==> src/rtl/led_port_driver.sv <==
// LED output stage: per-channel direct, blink, PWM or forced-on modes
// driven from SoC port bits, with selectable pin polarity.
module led_port_driver #(
  parameter int CHANNELS   = 6,
  parameter int PWM_BITS   = 4,
  parameter int PRESCALE   = 16,
  parameter int BLINK_BITS = 5,
  parameter bit ACTIVE_LOW = 1'b1
) (
  input  logic                clk,
  input  logic                reset,
  input  logic [CHANNELS-1:0] portIn,
  input  logic                cfgWe,
  input  logic [7:0]          cfgAddr,
  input  logic [7:0]          cfgData,
  output logic [CHANNELS-1:0] leds,
  output logic                periodStart
);

  localparam int PS_W =
    (PRESCALE > 1) ? $clog2(PRESCALE) : 1;
  localparam logic [PS_W-1:0] PS_LAST =
    PS_W'(PRESCALE - 1);
  localparam logic [CHANNELS-1:0] OFF =
    {CHANNELS{ACTIVE_LOW}};

  logic [PS_W-1:0]       presc;
  logic [PWM_BITS-1:0]   pwm_cnt;
  logic [BLINK_BITS-1:0] blink_cnt;
  logic [1:0]            mode [CHANNELS];
  logic [PWM_BITS-1:0]   duty [CHANNELS];
  logic [CHANNELS-1:0]   lit;
  logic                  tick;
  logic                  wrap;
  logic                  phase;
  logic                  unused_cfg;

  assign tick  = (presc == PS_LAST);
  assign wrap  = tick & (&pwm_cnt);
  assign phase = blink_cnt[BLINK_BITS-1];
  assign unused_cfg = ^cfgData;

  // Counters run freely, independent of channel modes.
  always_ff @(posedge clk) begin
    if (reset) begin
      presc       <= '0;
      pwm_cnt     <= '0;
      blink_cnt   <= '0;
      periodStart <= 1'b0;
    end else begin
      presc       <= tick ? '0 : presc + 1'b1;
      periodStart <= wrap;
      if (tick)
        pwm_cnt <= pwm_cnt + 1'b1;
      if (wrap)
        blink_cnt <= blink_cnt + 1'b1;
    end
  end

  // Out-of-range addresses match no channel and are dropped.
  always_ff @(posedge clk) begin
    if (reset) begin
      for (int i = 0; i < CHANNELS; i++) begin
        mode[i] <= 2'b00;
        duty[i] <= '0;
      end
    end else if (cfgWe) begin
      for (int i = 0; i < CHANNELS; i++) begin
        if (cfgAddr == 8'(i)) begin
          mode[i] <= cfgData[7:6];
          duty[i] <= cfgData[PWM_BITS-1:0];
        end
      end
    end
  end

  always_comb begin
    lit = '0;
    for (int i = 0; i < CHANNELS; i++) begin
      unique case (mode[i])
        2'b00: lit[i] = portIn[i];
        2'b01: lit[i] = portIn[i] & phase;
        2'b10: lit[i] = portIn[i] &
                 ((&duty[i]) | (pwm_cnt < duty[i]));
        2'b11: lit[i] = 1'b1;
      endcase
    end
  end

  always_ff @(posedge clk) begin
    if (reset)
      leds <= OFF;
    else
      leds <= lit ^ OFF;
  end

endmodule

==> config.mk <==
export PLATFORM = sky130hd
export DESIGN_NAME = led_port_driver
export DESIGN_NICKNAME = d
export VERILOG_FILES = /design/src/rtl/led_port_driver.sv
export SDC_FILE = /design/constraint.sdc
export NUM_CORES = 1
export LEC_CHECK = 0
export CAP_MARGIN = 10
export CORE_MARGIN = 5
export CORE_UTILIZATION = 30
export DETAILED_ROUTE_END_ITERATION = 12
export PLACE_DENSITY_LB_ADDON = 0.05
export REMOVE_ABC_BUFFERS = 1
export SLEW_MARGIN = 20
export SYNTH_ARGS = -nofsm -noshare
export SYNTH_HDL_FRONTEND = slang
export SYNTH_SLANG_ARGS = --single-unit
==> constraint.sdc <==
create_clock -name clk -period 2.3 [get_ports clk]
set_input_delay 0.345 -clock clk [delete_from_list [all_inputs] [get_ports clk]]
set_output_delay 0.345 -clock clk [all_outputs]
set_load 0.01 [all_outputs]
* After elaboration in Yosys (flattened, before gate mapping)
Memories as Yosys holds them, arrays and structs flattened. Cells that the tools add are included.
Storage, ports and cells: bits in registers 20, bits in latches 0, memory bits (writable) 36, ROM bits 0, output and inout port bits 7, logic and storage cells 131, memories kept 2
Memories:
- duty | words 6, bits a word 4, read ports 6, clocked after memory_dff 0, wr ports 6, RTL line 31 | logic [PWM_BITS-1:0] duty [CHANNELS];
- mode | words 6, bits a word 2, read ports 6, clocked after memory_dff 0, wr ports 6, RTL line 30 | logic [1:0] mode [CHANNELS];
Cells by class: add/subtract/negate cells 3, multipliers 0, divide/modulo/power cells 0, $lt $le $gt $ge 6, eq/ne operators 24, shift operators 0, multiplexer cells 44, bitwise gates (word level) 32, reduce and logical (&&, ||, !) cells 15
Operator list (number):
- 4-bit AND reduction | 7
- 1-bit 2-to-1 mux | 26
- 2-bit equality test, second input constant | 12
- 4-bit < comparator | 6
- 4-bit 2-to-1 mux | 6
- 1-bit one-hot mux with 4 select lines | 6
- 1-bit bitwise OR | 18
- 8-bit by 2-bit equality test with 1-bit output, second input constant | 2
- 8-bit by 3-bit equality test with 1-bit output, second input constant | 2
- 1-bit bitwise AND | 13
- 2-bit by 1-bit equality test with 1-bit output, second input constant | 6
- 2-bit logical NOT | 6
- 2-bit 2-to-1 mux | 6
- 4-bit by 1-bit adder with 4-bit output, second input constant | 2
- 8-bit by 1-bit equality test with 1-bit output, second input constant | 1
- 8-bit logical NOT | 1
- 6-bit inverter | 1
- 5-bit by 1-bit adder with 5-bit output, second input constant | 1
- 4-bit equality test, second input constant | 1
- 2-bit OR reduction | 1

* Longest topological paths before layout
Gate-level depths: netlist (run 1).
depth in word-level cells 6, gate-level depth with buffers 5

* Least setup slack after synthesis (run 1)
OpenSTA, ideal clock, no wires.
path type input-to-reg, start point input port cfgAddr[4], end point memory duty[5][0], enable pin, setup time 0.360 ns, arrival time 1.741 ns, data required time 1.940 ns, slack 0.199 ns, stages 4, path buffers 1, cell sequence or4b_4 > or3_1 > buf_2 > o21bai_1
RTL lines:
- from (decl) | RTL line 14 | input logic [7:0] cfgAddr,
- to (decl) | RTL line 31

==> flow_summary.ini, run 1 <==
[yosys]
ys_top_cells_by_area = edfxtp_1 34%, ha_1 16%, dfxtp_1 13%
synth.largest_area_cell = edfxtp_1
synth_edf_count = 36
syn_area_mm2 = 0.003142
synth_seq_area_share_pct = 47.15
syn_inst = 306
ys.flop_type = edfxtp_1
synth.ff_latch_count = 56
synth.distinct_cells = 35
synth.avg_cell_area_um2 = 10.27
synth_top_area_share_pct = 34.41
synth_warnings = 0
async_flop_share_pct = 0

[sta]
fin_ws_ns = 0.2743
fmaxAchievable_mhz = 493.7
clock_skew_ns = 0.01189
relSlewSlack_pct = 66.59
slew_violations = 0
fin_crit_ns = 2.026
rsz0062_at_grt = false
setup_viol = 0
timing.final.crit_share_pct = 88.07
hold_viol_final = 0
worstMarginPinSlew_ns = 0.5005

[clock_network]
postCtsSetupRepairBufs = 0
cts_hold_buf = 0
cts_sinks = 56
cts_tree = done
insertion_delay_ns = 0.31
clockRootBuffer = clkbuf_8
clock_path_buffers = 2
cts_inserted_buffers = 5
cts.reportedPaths.clkPinSlew_ns = 0.11
htreeDepth = 2
cts_resized = 0

[layout]
final_common_cell = nor2_1
synthToLayoutAreaGrowth_pct = 21.35
diodes = 0
fin_nets = 415
final_cell_mix = 46 x nor2_1, 39 x ha_1, 36 x edfxtp_1, 33 x inv_1, 29 x clkdlybuf4s50_1
drive_above_1_share_pct = 8.807
fill_cells = 1057

[global_routing]
grt_pass1_vias = 2239
grt_util_all_layers_pct = 10.89
grt_antenna_before_repair = 0
grt_pass1_wl_um = 11000
grt_max_degree = 19
grt-ovfl-total = 0

[floorplanning]
start_util_pct = 30.57
io_pins = 32
coreArea_mm2 = 0.01028
die_w_um = 112.3
fp-row-count = 37
dieArea_mm2 = 0.01262
die_h_um = 112.3

[worst_hold_path]
hold_start = blink_cnt[3]
hp-class = flip-flop to flip-flop
holdPathStages = 2

[detailed_routing]
wl_per_cell_um = 13.45
drt_iter0_markers = 60
dr.pass1.iters = 5
remaining_drc_errors = 0
ant_nets = 0
vias = 2249
wl_um = 6565
vias_per_cell = 4.609

[setup_path]
max_stage_delay_ns = 0.55
cpLargestDelayFamily = simple AND/OR/NAND/NOR gates
worst_setup_path_start_kind = input port
reg2reg_from = presc[0]
crit_arrival_ns = 2.06
end_kind = flip-flop
crit_path_max_fanout = 6
path_cells = clkdlybuf4s50_1 -> or4b_4 -> or3_1 -> o21bai_1 -> buf_4
crit_slowest_cell = or4b_4
critical_path_buf_inv_count = 2
cp.required_ns = 2.33
cp_num_cells = 5
setup.worst_path.start = cfgAddr[4]
critical_path_class = input port to flip-flop
rr_worst_depth = 5

[power_and_ir_drop]
p_switching_w = 0.0004542
intPower_w = 0.001507
p_total_w = 0.001961
p_leak_nw = 1.524
vdd_drop_max_mv = 0.2662
swShare_pct = 23.16
comb_power_share_pct = 10.7
power_density_mw_per_mm2 = 514.4
sequentialPowerShare_pct = 58.0
clock_power_share_pct = 31.3

[placement]
hpwlAfterDp_um = 5013
place_congestion = 0.6883
dpl_worst_slack_ns = -0.06445
io_buffer_count = 29

[status]
status = completed

[flow_run]
maxCapViolations = 0
## synth_stat cells, types with 7 or more instances
master	n
nor2_1	46
ha_1	39
edfxtp_1	36
inv_1	33
dfxtp_1	20
o21ai_0	17
and2_1	12
a21oi_1	8
nand2_1	8
nand4_1	8
clkbuf_1	7
mux2i_1	7
nor3b_1	7
## power by group through the flow
stage          clock (W)  combinational (W)  sequential (W)
6_report        0.000615           0.000209         0.00114
3_5_place_dp           0           0.000212         0.00116
5_1_grt         0.000692           0.000237         0.00114
2_1_floorplan          0           0.000101         0.00116
4_1_cts         0.000651           0.000213         0.00114
3_3_place_gp           0           0.000211         0.00116
## path summary, 6_finish.rpt
path,slack [ns],to
setup / recovery,0.27,mode[4][1]
setup reg to reg,0.59,blink_cnt[0]
hold / removal,0.49,blink_cnt[3]
hold reg to reg,0.49,blink_cnt[3]
## state kept, by name, summed over array words and instances (netlist names)
register and count:
blink_cnt 5, periodStart 1, mode 12, duty 24, leds 6, pwm_cnt 4, presc 4
## cell type report
cell class	count	area [um2]	area share, %
clock buffers	6	93.84	2.461
multi-input cells	208	1500	39.35
well taps	136	170.2	4.463
flip-flops and latches	56	1481	38.86
repair buffers	47	425.4	11.16
inverters	33	123.9	3.249
clock inverters	2	17.52	0.4595
## stage by stage
| step | cells | util [%] | setup TNS [ns] | hold WS, ns | cell area (um2) |
|---|---|---|---|---|---|
| after floorplan | 297 | - | 0 | 0.4141 | 3105 |
| after global placement | 480 | 36.01 | -0.7393 | 0.4786 | 3701 |
| after detailed placement | 480 | 36.01 | -1.114 | 0.4771 | 3701 |
| after CTS | 488 | 37.10 | 0 | 0.4965 | 3812 |
| after global routing | 488 | 37.10 | 0 | 0.5255 | 3812 |
| final | 488 | 37.10 | 0 | 0.4934 | 3812 |
## cell families after synthesis
logic type | share of synthesized area [%]
DFF | 47.15
xor gates and xnor gates | 0.8365
adders and majority gates | 15.53
muxes | 2.230
AOI/OAI and AO/OA | 9.478
and+or+nand+nor | 19.67
buffers and inverters | 5.098
## worst register-to-register path: cells and delay by family (launching register included)
| family | cells | cell delay (ns) |
|---|---|---|
| AO/OA/AOI/OAI | 1 | 0.14 |
| AND/OR/NAND/NOR | 2 | 0.60 |
| adder cells (fa/ha/maj) | 1 | 0.27 |
| buffers and inverters | 1 | 0.25 |
| flip-flops | 1 | 0.39 |
## routing by layer
| metal | part of all wire [%] | track usage (%) | vias to the layer above |
|---|---|---|---|
| met2 | 46 | 17.76 | 40 |
| met4 | 1.1 | 2.885 | 0 |
| met5 | 0 | 0 | - |
| li1 | - | - | 1174 |
| met1 | 50 | 14.79 | 1030 |
| met3 | 2.6 | 2.156 | 5 |
Note: power is estimated with default switching activity, not from simulation.
==> inputs of run 2 (changes only) <==
--- a/config.mk
+++ b/config.mk
@@ -11,6 +11,7 @@
 export DETAILED_ROUTE_END_ITERATION = 12
 export PLACE_DENSITY_LB_ADDON = 0.05
 export REMOVE_ABC_BUFFERS = 1
+export SKIP_CTS_REPAIR_TIMING = 1
 export SLEW_MARGIN = 20
 export SYNTH_ARGS = -nofsm -noshare
 export SYNTH_HDL_FRONTEND = slang
==> results of run 2 <==
The final DEF is identical to that of run 1; final timing and power are the same.
